### src/rtl/vardelay_pkg.sv
// ============================================================================
// vardelay_pkg: common helper functions for the vardelay block
// Revision: 1.0
// ============================================================================
`default_nettype none

package vardelay_pkg;

    function automatic int clog2(input int n);
        int r;
        r = 0;
        while ((1 << r) < n) begin
            r++;
        end
        return r;
    endfunction

endpackage

`default_nettype wire

### src/rtl/vardelay_sdpram.sv
// ============================================================================
// sdpram: simple dual-port RAM, registered read, read-before-write, no reset
// Revision: 1.0
// ============================================================================
`default_nettype none

module sdpram
    import vardelay_pkg::*;
#(
    parameter int WIDTH = 2,
    parameter int DEPTH = 16
) (
    input  logic                      clk,
    input  logic                      we_i,
    input  logic [clog2(DEPTH)-1:0]   waddr_i,
    input  logic [WIDTH-1:0]          wdata_i,
    input  logic                      re_i,
    input  logic [clog2(DEPTH)-1:0]   raddr_i,
    output logic [WIDTH-1:0]          rdata_o
);

    logic [WIDTH-1:0] mem_q [DEPTH];
    logic [WIDTH-1:0] rdata_q;

    // Both updates share one block so a same-address read returns the old word.
    always_ff @(posedge clk) begin
        if (re_i) begin
            rdata_q <= mem_q[raddr_i];
        end
        if (we_i) begin
            mem_q[waddr_i] <= wdata_i;
        end
    end

    assign rdata_o = rdata_q;

endmodule

`default_nettype wire

### src/rtl/vardelay.sv
// ============================================================================
// vardelay: step-gated variable delay line (0..DMAX steps) over an sdpram
// Revision: 1.0
// ============================================================================
`default_nettype none

module vardelay
    import vardelay_pkg::*;
#(
    parameter int W    = 1,
    parameter int DMAX = 16
) (
    input  logic                       clk,
    input  logic                       rst_n,
    input  logic                       clr,
    input  logic                       step,
    input  logic [clog2(DMAX+1)-1:0]   dly,
    input  logic [W-1:0]               in,
    input  logic                       in_valid,
    output logic [W-1:0]               out,
    output logic                       out_valid
);

    localparam int AW = clog2(DMAX);
    localparam int DW = clog2(DMAX + 1);
    localparam logic [DW-1:0] FILL_MAX = DW'(DMAX);
    localparam logic [AW-1:0] PTR_LAST = AW'(DMAX - 1);

    logic [AW-1:0] wptr_q, wptr_d;
    logic [DW-1:0] fill_q, fill_d;
    logic          gate_q, gate_d;
    logic          byp_q, byp_d;
    logic [W:0]    byp_word_q, byp_word_d;

    logic          adv;
    logic [DW-1:0] dly_eff;
    logic [DW:0]   ptr_x;
    logic [DW:0]   dly_x;
    logic [AW-1:0] raddr;
    logic [W:0]    rd_word;
    logic [W:0]    sel_word;

    assign adv     = step & ~clr;
    assign dly_eff = (dly > FILL_MAX) ? FILL_MAX : dly;
    assign ptr_x   = (DW+1)'(wptr_q);
    assign dly_x   = (DW+1)'(dly_eff);

    always_comb begin
        if (ptr_x >= dly_x) begin
            raddr = AW'(ptr_x - dly_x);
        end else begin
            raddr = AW'(ptr_x + (DW+1)'(DMAX) - dly_x);
        end
    end

    sdpram #(
        .WIDTH (W + 1),
        .DEPTH (DMAX)
    ) u_ram (
        .clk     (clk),
        .we_i    (adv),
        .waddr_i (wptr_q),
        .wdata_i ({in_valid, in}),
        .re_i    (adv),
        .raddr_i (raddr),
        .rdata_o (rd_word)
    );

    always_comb begin
        wptr_d     = wptr_q;
        fill_d     = fill_q;
        gate_d     = gate_q;
        byp_d      = byp_q;
        byp_word_d = byp_word_q;
        if (clr) begin
            wptr_d = '0;
            fill_d = '0;
            gate_d = 1'b0;
        end else if (step) begin
            wptr_d     = (wptr_q == PTR_LAST) ? '0 : wptr_q + AW'(1);
            fill_d     = (fill_q == FILL_MAX) ? fill_q : fill_q + DW'(1);
            gate_d     = (fill_q >= dly_eff);
            byp_d      = (dly_eff == '0);
            byp_word_d = {in_valid, in};
        end
    end

    always_ff @(posedge clk or negedge rst_n) begin
        if (!rst_n) begin
            wptr_q     <= '0;
            fill_q     <= '0;
            gate_q     <= 1'b0;
            byp_q      <= 1'b0;
            byp_word_q <= '0;
        end else begin
            wptr_q     <= wptr_d;
            fill_q     <= fill_d;
            gate_q     <= gate_d;
            byp_q      <= byp_d;
            byp_word_q <= byp_word_d;
        end
    end

    // The RAM read register is the data stage of the output; it is qualified
    // only by flops here, so out/out_valid never see an input combinationally.
    always_comb begin
        sel_word  = byp_q ? byp_word_q : rd_word;
        out_valid = gate_q & sel_word[W];
        out       = out_valid ? sel_word[W-1:0] : '0;
    end

endmodule

`default_nettype wire

### config.mk
export PLATFORM = sky130hd
export DESIGN_NAME = vardelay
export DESIGN_NICKNAME = d
export VERILOG_FILES = /design/src/rtl/vardelay_pkg.sv /design/src/rtl/vardelay_sdpram.sv /design/src/rtl/vardelay.sv
export SDC_FILE = /design/constraint.sdc
export NUM_CORES = 1
export LEC_CHECK = 0
export CAP_MARGIN = 15
export CELL_PAD_IN_SITES_DETAIL_PLACEMENT = 0
export CELL_PAD_IN_SITES_GLOBAL_PLACEMENT = 1
export CORE_MARGIN = 2
export CORE_UTILIZATION = 25
export CTS_CLUSTER_DIAMETER = 30
export CTS_CLUSTER_SIZE = 10
export DETAILED_ROUTE_END_ITERATION = 10
export DONT_BUFFER_PORTS = 1
export PLACE_DENSITY_LB_ADDON = 0.12
export SLEW_MARGIN = 25
export SYNTH_ARGS = -nofsm -noshare
export SYNTH_HDL_FRONTEND = slang
export SYNTH_HIERARCHICAL = 1
export SYNTH_SLANG_ARGS = --single-unit
### constraint.sdc
create_clock -name clk -period 6 [get_ports clk]
set_input_delay 1.5 -clock clk [delete_from_list [all_inputs] [get_ports clk]]
set_output_delay 1.5 -clock clk [all_outputs]
set_load 0.03 [all_outputs]
# Yosys cells after proc, flatten, opt, wreduce, memory -nomap -nowiden

Memories as Yosys holds them, arrays and structs flattened. A register that Yosys moved wholly into a read port is not among the register bits.
Index checks and enable logic that the tools add are counted.

Order comparisons: 3
Reduce and logical (&&, ||, !) cells: 4
Add/sub/neg operators: 5
Bitwise logic cells: 3
Mux-type cells: 14
Eq/ne operators: 3

Operators by type and width:

| kind                | number |
|---|---|
| $mux 5              | 4 |
| $mux 4              | 4 |
| $add 4x1->4 const B | 2 |
| $sub 4x4->4         | 2 |
| $add 5x1->5 const B | 1 |
| $eq 5x5->1 const B  | 1 |
| $ge 4x5->1          | 1 |
| $ge 5x5->1          | 1 |
| $gt 5x5->1 const B  | 1 |
| $logic_not 5->1     | 1 |
| $mux 1              | 5 |
| $eq 4x4->1 const B  | 1 |
| $reduce_and 2->1    | 2 |
| $and 1x1->1         | 2 |
| $mux 2              | 1 |
| $ne 2x2->1 const B  | 1 |
| $reduce_bool 2->1   | 1 |
| $not 1->1           | 1 |

Memories kept: 1
Memory bits (writable): 32
Word-level logic and storage cells: 38
Flip-flop bits (word level): 13
Output and inout bits: 2

Memory list:

| name        | words | width | rd ports | clocked after memory_dff | write ports | line                  | RTL |
|---|---|---|---|---|---|---|---|
| u_ram.mem_q | 16    | 2     | 1        | 1                        | 1           | vardelay_sdpram.sv:22 | `logic [WIDTH-1:0] mem_q [DEPTH];` |

# Longest topological paths before layout

Word-level depth: 5
Mapped depth: 9

# Hierarchy

The synthesis kept the hierarchy.

By module, submodules not included:

| module   | instances | area an instance (um^2) | cells an instance |
|---|---|---|---|
| sdpram   | 1         | 1,400.1                 | 78 |
| vardelay | 1         | 913.4                   | 95 |

# Least setup slack after synthesis

OpenSTA, ideal clock, no wires.

Path kind: input -> register
Start: input port dly[0]
End: register u_ram.rdata_q[1], in the netlist u_ram/rdata_o[1] (read register of u_ram.mem_q) (data pin)
Library setup time: 0.261 ns
Slack: 2.600 ns
Arrival time: 3.139 ns
Data required time: 5.739 ns
Stages: 8
Cell sequence: nor2b_1 -> ha_1 -> fa_1 -> inv_1 -> clkbuf_1 -> mux4_2 -> a22oi_1 -> nand3_1

Cells in the longest elaborated chain, start to end: 4
Elaborated cells between the ends (all ways): 6
Those cells by class: add/sub: 2; order compare: 2; mux: 2

RTL lines:

| item                                      | line                  | RTL |
|---|---|---|
| start, declared                           | vardelay.sv:17        | `input logic [clog2(DMAX+1)-1:0] dly,` |
| $gt 5x5->1                                | vardelay.sv:44        | `assign dly_eff = (dly > FILL_MAX) ? FILL_MAX : dly;` |
| $mux 5 *                                  | vardelay.sv:44        |  |
| $sub 4x4->4, or another cell as far along | vardelay.sv:52        | `raddr = AW'(ptr_x + (DW+1)'(DMAX) - dly_x);` |
| $mux 4 *                                  | vardelay.sv:49        | `if (ptr_x >= dly_x) begin` |
| net raddr[1]                              | vardelay.sv:39        | `logic [AW-1:0] raddr;` |
| end, declared                             | vardelay_sdpram.sv:23 | `logic [WIDTH-1:0] rdata_q;` |

The timed path passes the listed nets; every way through them passes the cells marked *.
A chain may end at the register's enable or synchronous reset.

# Worst setup path after layout

Start: register byp_q
End: output port out

Cells in the longest elaborated chain, start to end: 3

RTL lines:

| item                   | line            | RTL |
|---|---|---|
| start, declared        | vardelay.sv:32  | `logic byp_q, byp_d;` |
| start signal, assigned | vardelay.sv:99  | `byp_q <= byp_d;` |
| $mux 2                 | vardelay.sv:107 | `sel_word = byp_q ? byp_word_q : rd_word;` |
| $and 1x1->1            | vardelay.sv:108 | `out_valid = gate_q & sel_word[W];` |
| net out_valid          | vardelay.sv:21  | `output logic out_valid` |
| $mux 1                 | vardelay.sv:109 | `out = out_valid ? sel_word[W-1:0] : '0;` |
| end, declared          | vardelay.sv:20  | `output logic [W-1:0] out,` |

The timed path passes the listed nets, and every way through them passes these cells.

==> impl_metrics.csv <==
group,metric,value,unit
layout,antenna_cells,0,
placement,placed_cells,280,
sta,worst_pin_slew,0.864,ns
synthesis,netlist_instances,173,
worst_setup_path,path_buf_inv,0,
drt,vias,1334,
worst_setup_path,crit_family,"simple AND/OR/NAND/NOR gates",
drt,drc_errors,0,
synthesis,postSynthAreaPerCell,13.4,um2
sta,setup_viol,0,
worst_setup_path,critPathKind,"reg2out",
synthesis,syn_area,2310,um2
sta,hold_viol,0,
worst_setup_path,cp-start-kind,"flop",
floorplan,ios,13,
clock_network,clock_latency,0.29,ns
synthesis,ys_types,35,
floorplan,die-area,10000,um2
synthesis,yosysTopAreaCellShare,0.441,
power,powerDensity,266,nW/um2
synthesis,synth.net_count,197,
drt,wl_met1,2250,um
power,power,672,uW
drt,routed_wl,4820,um
flow_run,drv_cap,0,
drt,wl_met3,130,um
synthesis,ys_seq_area_frac,0.582,
sta,finalSetupTns,0,ns
layout,drive_above_1_share,0.0960,
placement,place_area,2420,um2
layout,area_growth,9.36,%
clock_network,cts.path.max_buffers,2,
power,power_switching_share,0.227,
drt,top_layer,"met4",
clock_network,numClockSinks,47,
synthesis,ys.flop_type,"edfxtp_1",
global_routing,grt_start_max_net_pins,18,
sta,skew,0.00566,ns
floorplan,die_height,100,um
synthesis,async_flop_share,0.277,
worst_setup_path,path_max_fanout,3,
drt,viasPerCell,4.63,
worst_setup_path,cpMostUsedCell,"nor2b_1",
sta,maxSlewHeadroom,0.423,
worst_setup_path,crit_chain,"mux2i_1, nor2b_1, nor2b_1",
synthesis,synth_top_area_cell,"edfxtp_1",
global_routing,grt_pass1_vias,1468,
clock_network,cts_resized,0,
floorplan,start_util,0.254,
global_routing,antenna_found_initial,0,
layout,final_cells,288,
power,combPwrFrac,0.121,
power,p_switching,153,uW
global_routing,grt_pass1_wl,7780,um
power,p_leak,0.913,nW
layout,design_area,2530,um2
sta,post-route-min-period,3.45,ns
placement,place_ws,2.46,ns
sta,grt_setup_unrepaired,"no",
drt,drtAntennaViolNets,0,
placement,dpl.hpwl,3580,um
drt,wl_per_cell,16.7,um
power,ir_drop,0.000142,V
clock_network,root_buffer,"clkbuf_8",
placement,gp_congestion,0.768,
sta,maxSlewViolCount,0,
synthesis,synth_edf_count,34,
status,status,"finished, final reports clean",
power,power_frac_seq,0.548,
worst_setup_path,end_kind,"output pin",
worst_setup_path,cpPeakStageDelay,0.57,ns
power,clkPwrFrac,0.331,
drt,dr.pass1.iters,4,
worst_setup_path,crit_required,4.50,ns
clock_network,postCtsSetupRepairBufs,0,
global_routing,grt_overflow,0,
sta,fin_ws,2.55,ns
min_path,hold_path.class,"reg2reg",
global_routing,track_usage,0.104,
drt,met2_length,2390,um
synthesis,synth_area_leaders,"edfxtp_1 44%, dfrtp_1 14%, ha_1 6.5%",
floorplan,dieWidth,100,um
power,intPower,520,uW
sta,period_share,0.575,
sta,fmax,290,MHz
clock_network,htreeDepth,2,
worst_setup_path,critPathArrivalTime,1.95,ns
clock_network,cts-hold-fix-buffers,0,
synthesis,ys_ff_latch,47,
clock_network,cts-buffers-inserted,5,
worst_setup_path,cpMaxStageDelayCell,"nor2b_1",
layout,nets,200,
floorplan,core,9110,um2
drt,drtIter0Drc,48,
clock_network,clkSlewWorstSetupHoldPaths,0.08,ns
placement,io_buffers,0,
synthesis,ys_warn_count,6,
clock_network,cts_tree,"built",
floorplan,rows,35,
==> path summary, 6_finish.rpt <==
| path | slack [ns] | to | cells past startpoint | start |
|---|---|---|---|---|
| hold / removal | 0.52 | byp_word_q[1] | 1 | byp_word_q[1] |
| hold reg to reg | 0.52 | byp_word_q[1] | 1 | byp_word_q[1] |
| max in group asynchronous | 5.03 | wptr_q[2] | 0 | rst_n |
| setup / recovery | 2.55 | out | 3 | byp_q |
| min in group asynchronous | 0.89 | fill_q[0] | 0 | rst_n |
| setup reg to reg | 3.49 | u_ram/rdata_o[1] | 7 | wptr_q[0] |
==> routing by layer <==
| metal | vias up | global-route usage |
|---|---|---|
| li1 | 635 | - |
| met1 | 677 | 0.128 |
| met2 | 18 | 0.178 |
| met3 | 4 | 0.0272 |
| met4 | 0 | 0.0327 |
| met5 | - | 0 |
==> cell usage after synthesis (3+ instances only) <==
master	n
ha_1	12
nand3b_1	3
inv_1	8
xor2_1	3
nor2b_1	9
mux4_1	4
dfrtp_1	13
nor2_1	21
nand2_1	13
mux2_2	3
a21oi_1	4
nand3_1	5
mux2i_1	4
xnor2_1	3
mux4_2	4
nand2b_1	4
edfxtp_1	34
nor3_1	4
==> power groups by stage <==
stage | clock network (mW) | registers [mW] | logic (mW)
final | 0.222 | 0.368 | 0.0814
after global routing | 0.246 | 0.370 | 0.0921
after CTS | 0.235 | 0.369 | 0.0840
after detailed placement | 0 | 0.376 | 0.0838
after global placement | 0 | 0.376 | 0.0809
after floorplan | 0 | 0.372 | 0.0711
==> registers in the layout, summed over array words and instances (netlist names) <==
signal / flops
u_ram/mem_q: 32
fill_q: 5
wptr_q: 4
byp_word_q: 2
gate_q: 1
byp_q: 1
u_ram/rdata_o: 2
==> cells in the final DEF (no fill, tap or decap), types with 2 or more instances in the layout <==
cell	count
nand3b_1	3
a21oi_1	4
mux2i_1	4
inv_1	8
nor2_1	21
nand2b_1	4
mux2_2	3
xor2_1	3
clkbuf_8	5
a22oi_1	2
edfxtp_1	34
dfrtp_1	13
nand4_1	2
mux4_1	4
ha_1	12
mux4_2	4
nand3_1	5
o21ai_0	2
xnor2_1	3
nand2_1	13
nor2b_1	9
nor3_1	4
==> worst register-to-register path: cells and delay by family, from the launching register on <==
family,cells,cell delay (ns)
muxes,1,0.36
adders and majority gates,2,0.67
buffers and inverters,2,0.35
AOI/OAI and AO/OA,1,0.19
DFF,1,0.61
and+or+nand+nor,1,0.09
==> metrics by stage <==
step / util / hold slack (ns)
2_1_floorplan: - / 0.480
3_3_place_gp: 0.266 / 0.496
3_5_place_dp: 0.266 / 0.504
4_1_cts: 0.278 / 0.529
5_1_grt: 0.278 / 0.550
6_report: 0.278 / 0.522
==> cell type report <==
type | instances | area (um2)
Fill cell | 929 | 6580
Sequential cell | 47 | 1350
Multi-Input combinational cell | 113 | 903
Tap cell | 111 | 139
Clock buffer | 5 | 68.8
Clock inverter | 3 | 38.8
Inverter | 9 | 33.8
==> cell families after synthesis <==
| group | synth area share |
|---|---|
| DFF | 0.582 |
| and+or+nand+nor | 0.138 |
| AOI/OAI and AO/OA | 0.0395 |
| adders and majority gates | 0.0736 |
| buffers and inverters | 0.0276 |
| xor gates and xnor gates | 0.0227 |
| muxes | 0.116 |
(Power assumes the default switching activity.)
